File: config.mk
export PLATFORM = sky130hd
export DESIGN_NAME = axil_cfg_responder
export DESIGN_NICKNAME = d
export VERILOG_FILES = /design/src/rtl/axil_cfg_responder_pkg.sv /design/src/rtl/axil_cfg_regbank.sv /design/src/rtl/axil_cfg_responder.sv
export SDC_FILE = /design/constraint.sdc
export NUM_CORES = 1
export LEC_CHECK = 0
export CAP_MARGIN = 30
export CORE_MARGIN = 2
export CORE_UTILIZATION = 54
export CTS_CLUSTER_DIAMETER = 30
export CTS_CLUSTER_SIZE = 28
export DETAILED_ROUTE_END_ITERATION = 12
export PLACE_DENSITY = 0.74
export SKIP_CTS_REPAIR_TIMING = 1
export SYNTH_ARGS = -nofsm -noshare
export SYNTH_HDL_FRONTEND = slang
export SYNTH_SLANG_ARGS = --single-unit
File: constraint.sdc
create_clock -name clk -period 2.2 [get_ports clk]
set_input_delay 0.44 -clock clk [delete_from_list [all_inputs] [get_ports clk]]
set_output_delay 0.44 -clock clk [all_outputs]
set_load 0.02 [all_outputs]
File: src/rtl/axil_cfg_responder_pkg.sv
// Shared definitions for the AXI4-lite configuration responder.
// Bus widths mirror the CGRA global-buffer AXI parameters (13-bit byte
// address, 32-bit data). The package also holds the response codes and
// the register map indices.
package axil_cfg_responder_pkg;

  // CGRA AXI4-lite control interface widths
  localparam int unsigned CGRA_AXI_ADDR_WIDTH = 13;
  localparam int unsigned CGRA_AXI_DATA_WIDTH = 32;

  // AXI response codes
  localparam logic [1:0] AXI_RESP_OKAY   = 2'b00;
  localparam logic [1:0] AXI_RESP_SLVERR = 2'b10;

  // Register map (word indices)
  localparam int unsigned REG_ID       = 0;
  localparam int unsigned REG_STATUS   = 1;
  localparam int unsigned REG_ENABLE   = 2;
  localparam int unsigned REG_SCRATCH0 = 3;

  localparam int unsigned CFG_NUM_REGS = 16;
  localparam logic [31:0] CFG_ID_VALUE = 32'hC6A0_0001;

  // Response code for a decoded access
  function automatic logic [1:0] axi_resp(input logic in_range);
    return in_range ? AXI_RESP_OKAY : AXI_RESP_SLVERR;
  endfunction

endpackage

File: src/rtl/axil_cfg_regbank.sv
// Register bank behind the AXI4-lite responder.
// Holds STATUS (write-1-to-clear, set by event pulses), ENABLE, the
// scratch registers and the registered interrupt.
// Ports:
//   clk, reset_n         clock, asynchronous active-low reset
//   wr_en/wr_idx/wr_data one write port; wr_en only for in-range indices
//   rd_idx/rd_data       combinational read port (0 when out of range)
//   evt_set              one-cycle pulses setting STATUS bits
//   interrupt            registered |(STATUS & ENABLE)
module axil_cfg_regbank
  import axil_cfg_responder_pkg::*;
#(
  parameter int unsigned           IDX_W      = CGRA_AXI_ADDR_WIDTH - 2,
  parameter int unsigned           DATA_WIDTH = CGRA_AXI_DATA_WIDTH,
  parameter int unsigned           NUM_REGS   = CFG_NUM_REGS,
  parameter logic [DATA_WIDTH-1:0] ID_VALUE   = CFG_ID_VALUE
) (
  input  logic                  clk,
  input  logic                  reset_n,
  input  logic                  wr_en,
  input  logic [IDX_W-1:0]      wr_idx,
  input  logic [DATA_WIDTH-1:0] wr_data,
  input  logic [IDX_W-1:0]      rd_idx,
  output logic [DATA_WIDTH-1:0] rd_data,
  input  logic [DATA_WIDTH-1:0] evt_set,
  output logic                  interrupt
);

  localparam int unsigned SEL_W = $clog2(NUM_REGS);

  logic [DATA_WIDTH-1:0] r_status;
  logic [DATA_WIDTH-1:0] r_enable;
  logic                  r_irq;
  logic [NUM_REGS-1:REG_SCRATCH0][DATA_WIDTH-1:0] r_scratch;
  logic [NUM_REGS-1:REG_SCRATCH0][DATA_WIDTH-1:0] w_scratch_nxt;
  logic [NUM_REGS-1:0][DATA_WIDTH-1:0]            w_view;

  logic                  w_wr_status;
  logic                  w_wr_enable;
  logic [DATA_WIDTH-1:0] w_w1c_mask;
  logic                  w_rd_in_range;
  logic [SEL_W-1:0]      w_rd_sel;

  assign w_wr_status = wr_en && (wr_idx == IDX_W'(REG_STATUS));
  assign w_wr_enable = wr_en && (wr_idx == IDX_W'(REG_ENABLE));
  assign w_w1c_mask  = w_wr_status ? wr_data : '0;

  // Per-register write decode keeps all array indices constant
  for (genvar g = REG_SCRATCH0; g < NUM_REGS; g++) begin : g_scratch
    assign w_scratch_nxt[g] = (wr_en && (wr_idx == IDX_W'(g))) ? wr_data : r_scratch[g];
  end

  always_ff @(posedge clk or negedge reset_n) begin
    if (!reset_n) begin
      r_status  <= '0;
      r_enable  <= '0;
      r_scratch <= '0;
      r_irq     <= 1'b0;
    end else begin
      // Event set is OR-ed after the clear so a same-cycle set wins
      r_status  <= (r_status & ~w_w1c_mask) | evt_set;
      if (w_wr_enable) begin
        r_enable <= wr_data;
      end
      r_scratch <= w_scratch_nxt;
      r_irq     <= |(r_status & r_enable);
    end
  end

  assign interrupt = r_irq;

  // Flat view of the map; ID is a constant, so writes to it go nowhere
  assign w_view[REG_ID]                    = ID_VALUE;
  assign w_view[REG_STATUS]                = r_status;
  assign w_view[REG_ENABLE]                = r_enable;
  assign w_view[NUM_REGS-1:REG_SCRATCH0]   = r_scratch;

  assign w_rd_in_range = 32'(rd_idx) < NUM_REGS;
  assign w_rd_sel      = rd_idx[SEL_W-1:0];
  assign rd_data       = w_rd_in_range ? w_view[w_rd_sel] : '0;

endmodule

File: src/rtl/axil_cfg_responder.sv
// AXI4-lite slave responder for a bank of 32-bit config/status registers.
// Write and read channels run independently, one outstanding transaction
// each. AW and W are captured into one-entry holding registers in any
// order; the write commits the cycle after both are held.
// Ports:
//   clk, reset_n                 clock, asynchronous active-low reset
//   awaddr/awvalid/awready       write address channel
//   wdata/wvalid/wready          write data channel
//   bresp/bvalid/bready          write response channel
//   araddr/arvalid/arready       read address channel
//   rdata/rresp/rvalid/rready    read data channel
//   evt_set                      event pulses setting STATUS bits
//   interrupt                    registered |(STATUS & ENABLE)
module axil_cfg_responder
  import axil_cfg_responder_pkg::*;
#(
  parameter int unsigned           ADDR_WIDTH = CGRA_AXI_ADDR_WIDTH,
  parameter int unsigned           DATA_WIDTH = CGRA_AXI_DATA_WIDTH,
  parameter int unsigned           NUM_REGS   = CFG_NUM_REGS,
  parameter logic [DATA_WIDTH-1:0] ID_VALUE   = CFG_ID_VALUE
) (
  input  logic                  clk,
  input  logic                  reset_n,
  input  logic [ADDR_WIDTH-1:0] awaddr,
  input  logic                  awvalid,
  output logic                  awready,
  input  logic [DATA_WIDTH-1:0] wdata,
  input  logic                  wvalid,
  output logic                  wready,
  output logic [1:0]            bresp,
  output logic                  bvalid,
  input  logic                  bready,
  input  logic [ADDR_WIDTH-1:0] araddr,
  input  logic                  arvalid,
  output logic                  arready,
  output logic [DATA_WIDTH-1:0] rdata,
  output logic [1:0]            rresp,
  output logic                  rvalid,
  input  logic                  rready,
  input  logic [DATA_WIDTH-1:0] evt_set,
  output logic                  interrupt
);

  localparam int unsigned IDX_W = ADDR_WIDTH - 2;

  logic                  r_aw_held;
  logic [IDX_W-1:0]      r_aw_idx;
  logic                  r_w_held;
  logic [DATA_WIDTH-1:0] r_wdata;
  logic                  r_bvalid;
  logic [1:0]            r_bresp;
  logic                  r_rvalid;
  logic [1:0]            r_rresp;
  logic [DATA_WIDTH-1:0] r_rdata;

  logic                  w_aw_fire;
  logic                  w_w_fire;
  logic                  w_ar_fire;
  logic                  w_commit;
  logic                  w_aw_in_range;
  logic                  w_ar_in_range;
  logic                  w_reg_we;
  logic [IDX_W-1:0]      w_ar_idx;
  logic [DATA_WIDTH-1:0] w_rb_rdata;
  logic                  w_unused_addr_lsbs;

  // Byte-lane bits of the address carry no meaning for word registers
  assign w_unused_addr_lsbs = &{1'b0, awaddr[1:0], araddr[1:0]};

  // Readies are forced low while reset is asserted so every output is 0
  assign awready = reset_n && !r_aw_held && !r_bvalid;
  assign wready  = reset_n && !r_w_held  && !r_bvalid;
  assign arready = reset_n && !r_rvalid;

  assign w_aw_fire = awvalid && awready;
  assign w_w_fire  = wvalid  && wready;
  assign w_ar_fire = arvalid && arready;

  // Both holding registers are never full while bvalid is high
  assign w_commit      = r_aw_held && r_w_held;
  assign w_aw_in_range = 32'(r_aw_idx) < NUM_REGS;
  assign w_reg_we      = w_commit && w_aw_in_range;

  assign w_ar_idx      = araddr[ADDR_WIDTH-1:2];
  assign w_ar_in_range = 32'(w_ar_idx) < NUM_REGS;

  // Write channel
  always_ff @(posedge clk or negedge reset_n) begin
    if (!reset_n) begin
      r_aw_held <= 1'b0;
      r_aw_idx  <= '0;
      r_w_held  <= 1'b0;
      r_wdata   <= '0;
      r_bvalid  <= 1'b0;
      r_bresp   <= AXI_RESP_OKAY;
    end else begin
      if (w_aw_fire) begin
        r_aw_held <= 1'b1;
        r_aw_idx  <= awaddr[ADDR_WIDTH-1:2];
      end
      if (w_w_fire) begin
        r_w_held <= 1'b1;
        r_wdata  <= wdata;
      end
      if (w_commit) begin
        r_aw_held <= 1'b0;
        r_w_held  <= 1'b0;
        r_bvalid  <= 1'b1;
        r_bresp   <= axi_resp(w_aw_in_range);
      end else if (r_bvalid && bready) begin
        r_bvalid  <= 1'b0;
      end
    end
  end

  // Read channel; the combinational read port sees pre-commit contents
  always_ff @(posedge clk or negedge reset_n) begin
    if (!reset_n) begin
      r_rvalid <= 1'b0;
      r_rresp  <= AXI_RESP_OKAY;
      r_rdata  <= '0;
    end else begin
      if (w_ar_fire) begin
        r_rvalid <= 1'b1;
        r_rresp  <= axi_resp(w_ar_in_range);
        r_rdata  <= w_rb_rdata;
      end else if (r_rvalid && rready) begin
        r_rvalid <= 1'b0;
      end
    end
  end

  assign bvalid = r_bvalid;
  assign bresp  = r_bresp;
  assign rvalid = r_rvalid;
  assign rresp  = r_rresp;
  assign rdata  = r_rdata;

  axil_cfg_regbank #(
    .IDX_W      (IDX_W),
    .DATA_WIDTH (DATA_WIDTH),
    .NUM_REGS   (NUM_REGS),
    .ID_VALUE   (ID_VALUE)
  ) u_regbank (
    .clk       (clk),
    .reset_n   (reset_n),
    .wr_en     (w_reg_we),
    .wr_idx    (r_aw_idx),
    .wr_data   (r_wdata),
    .rd_idx    (w_ar_idx),
    .rd_data   (w_rb_rdata),
    .evt_set   (evt_set),
    .interrupt (interrupt)
  );

endmodule
==> metrics <==
Port Buf Inserts 132; M3 GR Usage 6.38%; failing checks negative hold slack, negative setup slack; sequential area share after synthesis around 56%; Final period util 106%; Post-Syn Area roughly 25000 um^2; crit path max fanout 16; via/cell ratio about 6.4; CP max stage delay about 0.4 ns; DR WL/cell approximately 29 um; P_leak about 16 nW; ys async rst share 100%; max cap viols 0; Yosys cell types 38; clock tree sinks about 560; area grow syn2layout 33.7%; area of the core between 40000 and 50000 um^2; maximum root-to-sink buffer count 3; outcome finished, violations left; Worst Path Arrival ~2.9 ns; Main synth FF type dfrtp_1; clk_lat worst skew about 0.64 ns; global-route wire length before repair 103000 um; RR Startpoint r_aw_idx[10]$_DFFE_PN0P_; clk root buf clkbuf_16; final std cells w/o fill around 2600; crit-path leading delay family simple AND/OR/NAND/NOR gates; GRT overflow 0; CTS tree done; Peak Freq approximately 430 MHz; share of Yosys cell area claimed by the top area cell type a little under three fifths; DRC 0; Post-synth EDFFs 0; Worst Hold Slack -0.0534 ns; commonest cells after routing, fill and taps aside dfrtp_1 (562), mux2_2 (414), clkbuf_16 (141); Hold Fails Final Rpt 33; total track usage between 20% and 30%; internal reg-to-reg setup slack -0.13 ns; dominant cells by area after synthesis dfrtp_1 (56%), mux2_2 (20%), mux4_2 (5.8%), mux2_1 (5.5%), o22ai_1 (1.4%); # IOs between 100 and 150; slew at the pin with the worst max-slew slack 0.832 ns; Synth area leader dfrtp_1; WP buf/inv 3; Critical R2R Capture u_regbank.r_scratch[14]$_DFFE_PN0P_; dpl cell area approximately 28000 um^2; initial DRC count about 1700; vias approximately 17000; Die Area about 48000 um^2; crit start category register; #FFs+latches synth 562; Worst Clk Skew 0.0158 ns; dominant cell type by count on the critical path nor4_4; Num CTS Buffers between 100 and 150; CP Class register to register; grt peak-use layer met2; initial antenna violation count 2; placed insts 2376; height of the chip ~220 um; final HPWL from detailed placement a little under 40000 um; r2r worst-path depth 7; Antenna Nets Post-Route 0; crit path cell chain nor4_4 > nand4_4 > buf_12 > nor4_4 > buf_6 > clkbuf_16 > mux2_2; fin crit period 2.33 ns; met2 Resource Use GR between 40% and 50%; Critical Path RT about 2.7 ns; row cnt just under 80; Syn Inst Count 1706; die width between 200 and 250 um; Final Max Slew Viols 0; first drt pass iteration count 5; vias in the first global route between 15000 and 20000; share of layout cells above drive strength 1 between 40% and 50%; met1 Use GR between 30% and 40%; pwr/cell area 1040 nW/um^2; final setup margin -0.126 ns; commonest non-fill, non-tap cell in the layout dfrtp_1; H-tree levels 3; CP Capture Type register; setup TNS -14.56 ns; Final Setup Violations 260; Place WS -0.205 ns; nets ~2000; synth warn 0; worst rel slew slack roughly 45%; critical path's slowest cell dfrtp_1; routed wire length 76300 um; Synth Area per Inst approximately 15 um^2; final instance area roughly 33000 um^2; RSZ-0062 raised after global routing true; largest net degree at the start of global routing about 140; GPL Wtd Cong around 0.79; Max VDD drop about 0.00076 V; Worst Hold Class input port to async pin; CTS clock-pin slew for the worst setup and hold paths 0.05 ns; Starting Density a little over half
layout make-up:
cell class                      count  area, um^2
Clock buffer                      151        3370
Timing Repair Buffer              259        3360
Fill cell                        2739       12100
Tap cell                          600         751
Inverter                           42         158
Antenna cell                        2        5.00
Multi-Input combinational cell    958       10700
Sequential cell                   562       14100
Clock inverter                     65         978
Yosys cell counts, types with 8 or more instances:
| cell type | count |
|---|---|
| mux2i_1 | 28 |
| nor2_1 | 37 |
| inv_1 | 42 |
| nand2_1 | 38 |
| mux2_1 | 121 |
| buf_2 | 51 |
| mux2_2 | 445 |
| nor3_2 | 8 |
| o41ai_1 | 25 |
| a31oi_1 | 32 |
| o22ai_1 | 57 |
| dfrtp_1 | 562 |
| buf_6 | 9 |
| clkbuf_1 | 74 |
| mux4_2 | 64 |
| a221oi_1 | 32 |
| a22oi_1 | 16 |
worst max-delay path by stage:
| stage | startpoint | endpoint | slack (ns) | depth (start not counted) |
|---|---|---|---|---|
| after floorplan | bvalid$_DFFE_PN0P_ | r_wdata[10]$_DFFE_PN0P_ | 0.04 | 6 |
| after global placement | r_aw_idx[9]$_DFFE_PN0P_ | u_regbank.r_scratch[18]$_DFFE_PN0P_ | -0.18 | 7 |
| after detailed placement | r_aw_idx[7]$_DFFE_PN0P_ | u_regbank.r_scratch[3]$_DFFE_PN0P_ | -0.20 | 7 |
| after CTS | bvalid$_DFFE_PN0P_ | wready | -0.35 | 3 |
| after global routing | r_aw_idx[9]$_DFFE_PN0P_ | u_regbank.r_scratch[13]$_DFFE_PN0P_ | -0.19 | 8 |
| final | r_aw_idx[10]$_DFFE_PN0P_ | u_regbank.r_scratch[14]$_DFFE_PN0P_ | -0.13 | 7 |
report_power, final:
group	switching (mW)	leakage [nW]	total (mW)	internal, mW
Sequential	1.77	7.58	12.7	11.0
Combinational	1.24	6.28	2.58	1.34
Clock	5.81	2.11	19.2	13.4
Total	8.81	16.0	34.5	25.7
layer usage:
layer	vias up	wire length [um]
li1	6853	-
met1	8903	30200
met2	822	36300
met3	199	6700
met4	2	3110
met5	-	13
stage by stage:
stage | power [mW] | utilization (%)
2_1_floorplan | 13.6 | -
3_3_place_gp | 15.0 | 60.6
3_5_place_dp | 15.1 | 60.6
4_1_cts | 34.3 | 70.2
5_1_grt | 35.5 | 73.3
6_report | 34.5 | 73.3
worst register-to-register path, stage by stage, from the launching register on:
cell       delay, ns
dfrtp_1         0.40
nor4_4          0.34
nand4_4         0.18
buf_12          0.19
nor4_4          0.28
buf_6           0.19
clkbuf_16       0.25
mux2_2          0.38
flip-flops by register name, indices dropped and copies added, names as in the netlist, 11 cells and up:
register	cells
r_aw_idx	11
r_wdata	32
rdata	32
u_regbank.r_enable	32
u_regbank.r_scratch	416
u_regbank.r_status	32
kinds of logic (layout without fill, tap and decap cells):
| kind of cell | Yosys count | count (layout) | synth area share (%) |
|---|---|---|---|
| buf+inv | 187 | 517 | 3.42 |
| flops | 562 | 562 | 56.4 |
| other cells | 1 | 4 | 0.0150 |
| simple gates | 124 | 124 | 2.60 |
| compound gates | 174 | 174 | 5.13 |
| mux | 658 | 658 | 32.5 |
No activity file was read; power rests on OpenSTA's default activity.
